===== src/rtl/pipe_stage_reg.sv =====
// Inter-stage pipeline register with valid/ready handshake, optional 2-entry skid
// buffer, synchronous flush and a saturating stall counter for profiling.
module pipe_stage_reg #(
    parameter int DATA_W     = 32,
    parameter int CTRL_W     = 16,
    parameter int SKID       = 1,
    parameter int CLEAR_DATA = 1,
    parameter int CNT_W      = 16
) (
    input  logic              clk,
    input  logic              reset,
    input  logic              flush,
    input  logic              in_valid,
    output logic              in_ready,
    input  logic [DATA_W-1:0] in_data,
    input  logic [CTRL_W-1:0] in_ctrl,
    output logic              out_valid,
    input  logic              out_ready,
    output logic [DATA_W-1:0] out_data,
    output logic [CTRL_W-1:0] out_ctrl,
    output logic [1:0]        occupancy,
    output logic [CNT_W-1:0]  stall_cnt,
    input  logic              stall_clr
);

    localparam logic [CNT_W-1:0] CNT_MAX = '1;

    logic              mainValid;
    logic [DATA_W-1:0] mainData;
    logic [CTRL_W-1:0] mainCtrl;
    logic              skidValid;
    logic [DATA_W-1:0] skidData;
    logic [CTRL_W-1:0] skidCtrl;
    logic              accept;
    logic              pop;

    // With the skid buffer, in_ready is a pure flop output so the upstream stall
    // path never sees the downstream ready combinationally.
    assign in_ready  = (SKID != 0) ? !skidValid : (!mainValid || out_ready);
    assign accept    = in_valid && in_ready;
    assign pop       = mainValid && out_ready;

    assign out_valid = mainValid;
    assign out_data  = mainData;
    assign out_ctrl  = mainValid ? mainCtrl : '0;
    assign occupancy = {skidValid, mainValid & ~skidValid};

    always_ff @(posedge clk or negedge reset) begin
        if (!reset) begin
            mainValid <= 1'b0;
            mainData  <= '0;
            mainCtrl  <= '0;
            skidValid <= 1'b0;
            skidData  <= '0;
            skidCtrl  <= '0;
        end else if (flush) begin
            mainValid <= 1'b0;
            mainCtrl  <= '0;
            skidValid <= 1'b0;
            skidCtrl  <= '0;
            if (CLEAR_DATA != 0) begin
                mainData <= '0;
                skidData <= '0;
            end
        end else if (SKID != 0) begin
            if (!mainValid) begin
                if (accept) begin
                    mainValid <= 1'b1;
                    mainData  <= in_data;
                    mainCtrl  <= in_ctrl;
                end
            end else if (!skidValid) begin
                if (accept && pop) begin
                    mainData <= in_data;
                    mainCtrl <= in_ctrl;
                end else if (accept) begin
                    skidValid <= 1'b1;
                    skidData  <= in_data;
                    skidCtrl  <= in_ctrl;
                end else if (pop) begin
                    mainValid <= 1'b0;
                    mainCtrl  <= '0;
                end
            end else if (pop) begin
                mainData  <= skidData;
                mainCtrl  <= skidCtrl;
                skidValid <= 1'b0;
                skidCtrl  <= '0;
            end
        end else begin
            if (accept) begin
                mainValid <= 1'b1;
                mainData  <= in_data;
                mainCtrl  <= in_ctrl;
            end else if (pop) begin
                mainValid <= 1'b0;
                mainCtrl  <= '0;
            end
        end
    end

    always_ff @(posedge clk or negedge reset) begin
        if (!reset)
            stall_cnt <= '0;
        else if (stall_clr)
            stall_cnt <= '0;
        else if (mainValid && !out_ready && stall_cnt != CNT_MAX)
            stall_cnt <= stall_cnt + 1'b1;
    end

endmodule


===== config.mk =====
export PLATFORM = sky130hd
export DESIGN_NAME = pipe_stage_reg
export DESIGN_NICKNAME = d
export VERILOG_FILES = /design/src/rtl/pipe_stage_reg.sv
export SDC_FILE = /design/constraint.sdc
export NUM_CORES = 1
export LEC_CHECK = 0
export ABC_AREA = 1
export BUFFER_PORTS_ARGS = -buffer_cell sky130_fd_sc_hd__buf_2
export CAP_MARGIN = 15
export CORE_UTILIZATION = 45
export CTS_CLUSTER_DIAMETER = 150
export DETAILED_ROUTE_END_ITERATION = 10
export PLACE_DENSITY = 0.68
export SLEW_MARGIN = 20
export SYNTH_ARGS = -nofsm -noshare
export SYNTH_HDL_FRONTEND = slang
export SYNTH_SLANG_ARGS = --single-unit

===== constraint.sdc =====
create_clock -name clk -period 3.1 [get_ports clk]
set_clock_uncertainty 0.15 [all_clocks]
set_input_delay 0.465 -clock clk [delete_from_list [all_inputs] [get_ports clk]]
set_output_delay 0.465 -clock clk [all_outputs]
set_load 0.01 [all_outputs]

# == Word level (Yosys, flattened, before mapping) ==
# Cells that the tools add are included.
# classes
n_addsub,1
eq_ne,8
muxes,36
bitwise,2
reduce_logical,17
# op_table
op,n
$mux W32,10
$mux W16,15
$add A16 B1 Y16 const B,1
$ne A16 B16 Y1 const B,1
$reduce_and A4 Y1,3
$mux W1,11
$reduce_bool A2 Y1,3
$reduce_bool A3 Y1,2
$logic_and A1 B1 Y1,5
$ne A5 B4 Y1 const B,1
$reduce_bool A5 Y1,1
$ne A2 B2 Y1 const B,2
$ne A4 B2 Y1 const B,1
$ne A4 B3 Y1 const B,1
$ne A3 B2 Y1 const B,1
$ne A3 B3 Y1 const B,1
$reduce_and A3 Y1,1
$logic_not A1 Y1,2
$and A1 B1 Y1,1
$not A1 Y1,1
# word_totals
reg_bits,114
output_inout_bits,68
elab_cells,71

# == Logic depth before layout (Yosys ltp) ==
# logic_depth
depth_word,7
ltp_mapped,10
depth_no_buf,9

# == Worst setup path before layout ==
# No wires, ideal clock.
# synth_timing
kind,register -> register
start,register stall_cnt[0]
end,register stall_cnt[14]
arrival_time_ps,1550
t_required_ps,2831
path_slack_ps,1281
path_stages_with_launch,11
n_path_buf,1
synth_period_minus_slack_ps,1819
path_cell_list,dfrtp_1 -> ha_1 -> nand3_1 -> inv_2 -> nand2_1 -> nor2_1 -> nor2_2 -> nor2_4 -> buf_2 -> nand2_1 -> nand2_1
# synth_via
elab_chain_cells,3
elab_cells_between_ends,6
cone_classes,add/sub (1); eq/ne (1); mux (2); reduce/logical (2)
# synth_rtl
item,line_no,rtl
from (decl),22,"output logic [CNT_W-1:0] stall_cnt,"
from (signal assigned),108,stall_cnt <= stall_cnt + 1'b1;
$add A16 B1 Y16 / $ne A16 B16 Y1 (equally long branches),"108, 107",
$mux W16 / $logic_and A1 B1 Y1 (equally long branches),107,else if (mainValid && !out_ready && stall_cnt != CNT_MAX)
$mux W16 / $reduce_bool A2 Y1 (equally long branches),n/a,
# Several ways; a longest one is shown, not always the timed one. The select of a mux whose other input is x is not followed.
# A chain may end at the register's enable or synchronous reset.

# == Worst setup path after layout ==
# layout_timing
start,register skidValid
end,"register mainData[29], in the netlist out_data[29]"
# layout_via
elab_chain_cells,5
elab_cells_between_ends,10
cone_classes,eq/ne (2); mux (3); reduce/logical (5)
# layout_rtl
item,line_no,rtl
from (decl),31,logic skidValid;
from (signal assigned),53,skidValid <= 1'b0;
from (signal assigned),59,skidValid <= 1'b0;
from (signal assigned),77,skidValid <= 1'b1;
$logic_not A1 Y1,n/a,
$logic_and A1 B1 Y1,40,assign accept = in_valid && in_ready;
$logic_and A1 B1 Y1,73,if (accept && pop) begin
$ne A4 B2 Y1 (no line),n/a,
$reduce_and A3 Y1 (no line),n/a,
to (signal assigned),69,mainData <= in_data;
to (signal assigned),74,mainData <= in_data;
to (signal assigned),85,mainData <= skidData;
to (decl),29,logic [DATA_W-1:0] mainData;
# Several ways; a longest one is shown, not always the timed one.

==> flow_summary.json <==
{
  "outcome": "finished, final reports clean",
  "gp_congestion": 0.8187,
  "fin_cells": 1051,
  "drc": 0,
  "synth_cells": 755,
  "cp_data_required_time_ns": 3.28,
  "synth_top_area_share_pct": 50.07,
  "setup_violations": 0,
  "diodes": 0,
  "fin_crit_sh_pct": 70.83,
  "fp.dieArea_sq_um": 13120,
  "cts.repair.resized": 0,
  "hold_path.class": "input pin to flip-flop",
  "synth.most_common_cell": "nand2_1",
  "setup-tns-final_ns": 0,
  "cts.sinks": 114,
  "wl_per_cell_um": 12.97,
  "fp-row-count": 40,
  "fmax_ghz": 0.4554,
  "clk_pin_slew_ns": 0.05,
  "ys_ff_latch": 114,
  "netlist-cell-type-count": 27,
  "synthToLayoutAreaGrowth_pct": 23.69,
  "dpl.cell_count": 1020,
  "vias_per_cell": 4.887,
  "first_pass_iters": 4,
  "cts_tree": "done",
  "grt_max_degree": 67,
  "pre_cts_slack_ns": 0.7066,
  "cp-end-kind": "flip-flop",
  "power_density_nw_per_um2": 578.4,
  "ant_nets": 0,
  "synth.avg_cell_area_sq_um": 7.547,
  "coreArea_sq_um": 12160,
  "synth-warning-count": 0,
  "die_h_um": 114.5,
  "htreeDepth": 4,
  "vias": 5136,
  "syn_nets": 810,
  "hpwlAfterDp_mm": 8.811,
  "fin_ws_ns": 0.9042,
  "crit_fanout": 36,
  "synth_area_sq_um": 5698,
  "vdd_ir_drop_max_uv": 555.1,
  "yosysSeqAreaShare_pct": 50.07,
  "detail_route.iter0.violations": 293,
  "grt_pass1_wl_mm": 22.85,
  "cts_made_buffers": 17,
  "antenna_found_initial": 0,
  "synth_edf_count": 0,
  "numPortBuffers": 121,
  "synth_common_cells": "247 x nand2_1, 122 x o21ai_0, 114 x dfrtp_1",
  "slew_violations": 0,
  "rsz0062_at_grt": "false",
  "hold_viol_final": 0,
  "crit_type": "flip-flop to flip-flop",
  "grt.overflow.total": 0,
  "ys.flop_type": "dfrtp_1",
  "cp-start-kind": "flip-flop",
  "start_util_pct": 46.85,
  "grt_usage_pct": 22.48,
  "drive_gt1_share_pct": 20.61,
  "relSlewSlack_pct": 52.91,
  "arrival_ns": 2.38,
  "dieWidth_um": 114.5,
  "period_needed_ns": 2.196,
  "clock-root-buffer": "clkbuf_16",
  "synth_area_leaders": "dfrtp_1 50%, nand2_1 16%, o21ai_0 11%",
  "worst_pin_slew_ns": 0.7036,
  "wl_mm": 13.64,
  "grt_pass1_vias": 4806,
  "async_reset_ff_share_pct": 100.0,
  "synth_top_cell_by_area": "dfrtp_1",
  "maxCapViolations": 0,
  "cts_max_path_buffers": 2,
  "power_leakage_nw": 3.706,
  "nNetsFinal": 927,
  "ios": 122,
  "clkLatencyLatePin_ns": 0.42
}
==> final timing paths <==
check / start / to / slack [ns] / depth (start not counted)
min in group asynchronous: reset / out_data[25] / 0.41 / 2
max reg2reg: skidValid / out_data[29] / 0.90 / 7
max in group asynchronous: reset / skidCtrl[3] / 1.65 / 3
min: in_data[4] / skidData[4] / 0.11 / 3
min reg2reg: mainCtrl[6] / mainCtrl[6] / 0.32 / 2
max: skidValid / out_data[29] / 0.90 / 7
==> metrics by stage <==
step                util, %  area, sq um  power, W  hold WS (ns)
floorplan                 -         5698  0.002019       0.01941
global placement      53.16         6465  0.002239        0.3078
detailed placement    53.16         6465  0.002246        0.3090
CTS                   57.89         7041  0.004117       0.09587
global route          57.95         7048  0.004282        0.1106
finish                57.95         7048  0.004076        0.1056
==> cell usage in the layout (no fill, tap or decap), types with 4 or more instances in the layout <==
| master | instances |
|---|---|
| nand3_1 | 17 |
| clkbuf_16 | 17 |
| buf_4 | 15 |
| o21ai_0 | 122 |
| clkinv_2 | 4 |
| inv_1 | 89 |
| buf_2 | 120 |
| xor2_1 | 5 |
| nand2_1 | 247 |
| dfrtp_1 | 114 |
| clkbuf_8 | 6 |
| nor2_1 | 37 |
| a21oi_1 | 43 |
| inv_2 | 5 |
| nand4_1 | 16 |
| nor2_2 | 4 |
==> sequential cells by signal, indices dropped and copies added, names as in the netlist <==
name / count
skidCtrl: 16
out_valid: 1
skidData: 32
skidValid: 1
out_data: 32
mainCtrl: 16
stall_cnt: 16
==> worst max-delay path, cell delays in order, from the launching register on <==
cell and delay [ns]:
dfrtp_1 0.51, nand2_1 0.25, inv_2 0.51, buf_4 0.29, o21ai_0 0.09, a21oi_1 0.17
nand2_1 0.07, o21ai_0 0.07
==> metal layers <==
metal  wire (um)  share of wire (%)  track usage [%]
met1        6523                 48            30.00
met2        6203                 45            34.71
met3         681                5.0            6.247
met4         227                1.7            9.004
met5           0                  0                0
==> power by group <==
part / switching (W) / internal (W) / total (W)
registers: 0.0000681 / 0.00161 / 0.00168
clock network: 0.000640 / 0.00121 / 0.00185
logic: 0.000350 / 0.000191 / 0.000541
==> kinds of logic (layout without fill, tap and decap cells) <==
| group | after synthesis | count (layout) | synth area share, % |
|---|---|---|---|
| AO/OA/AOI/OAI | 173 | 173 | 15.59 |
| XOR/XNOR | 5 | 5 | 0.7685 |
| adder cells (fa/ha/maj) | 1 | 1 | 0.2196 |
| AND/OR/NAND/NOR | 328 | 328 | 23.65 |
| buffers and inverters | 134 | 262 | 9.706 |
| flip-flops | 114 | 114 | 50.07 |
==> repair_timing <==
action | 4_1_cts | 5_1_grt
hold buffers | 1 | 0
setup buffers | 0 | 0
hold endpoints to repair | 37 | 0
==> cell type report <==
| class | count | area (sq um) |
|---|---|---|
| timing repair buffer | 138 | 763.2 |
| fill | 1169 | 5114 |
| clock buffer | 25 | 515.5 |
| multi-input combinational | 507 | 2303 |
| sequential | 114 | 2853 |
| clock inverter | 5 | 50.05 |
| tap | 168 | 210.2 |
| inverter | 94 | 352.8 |
Note: power is estimated with default switching activity, not from simulation.
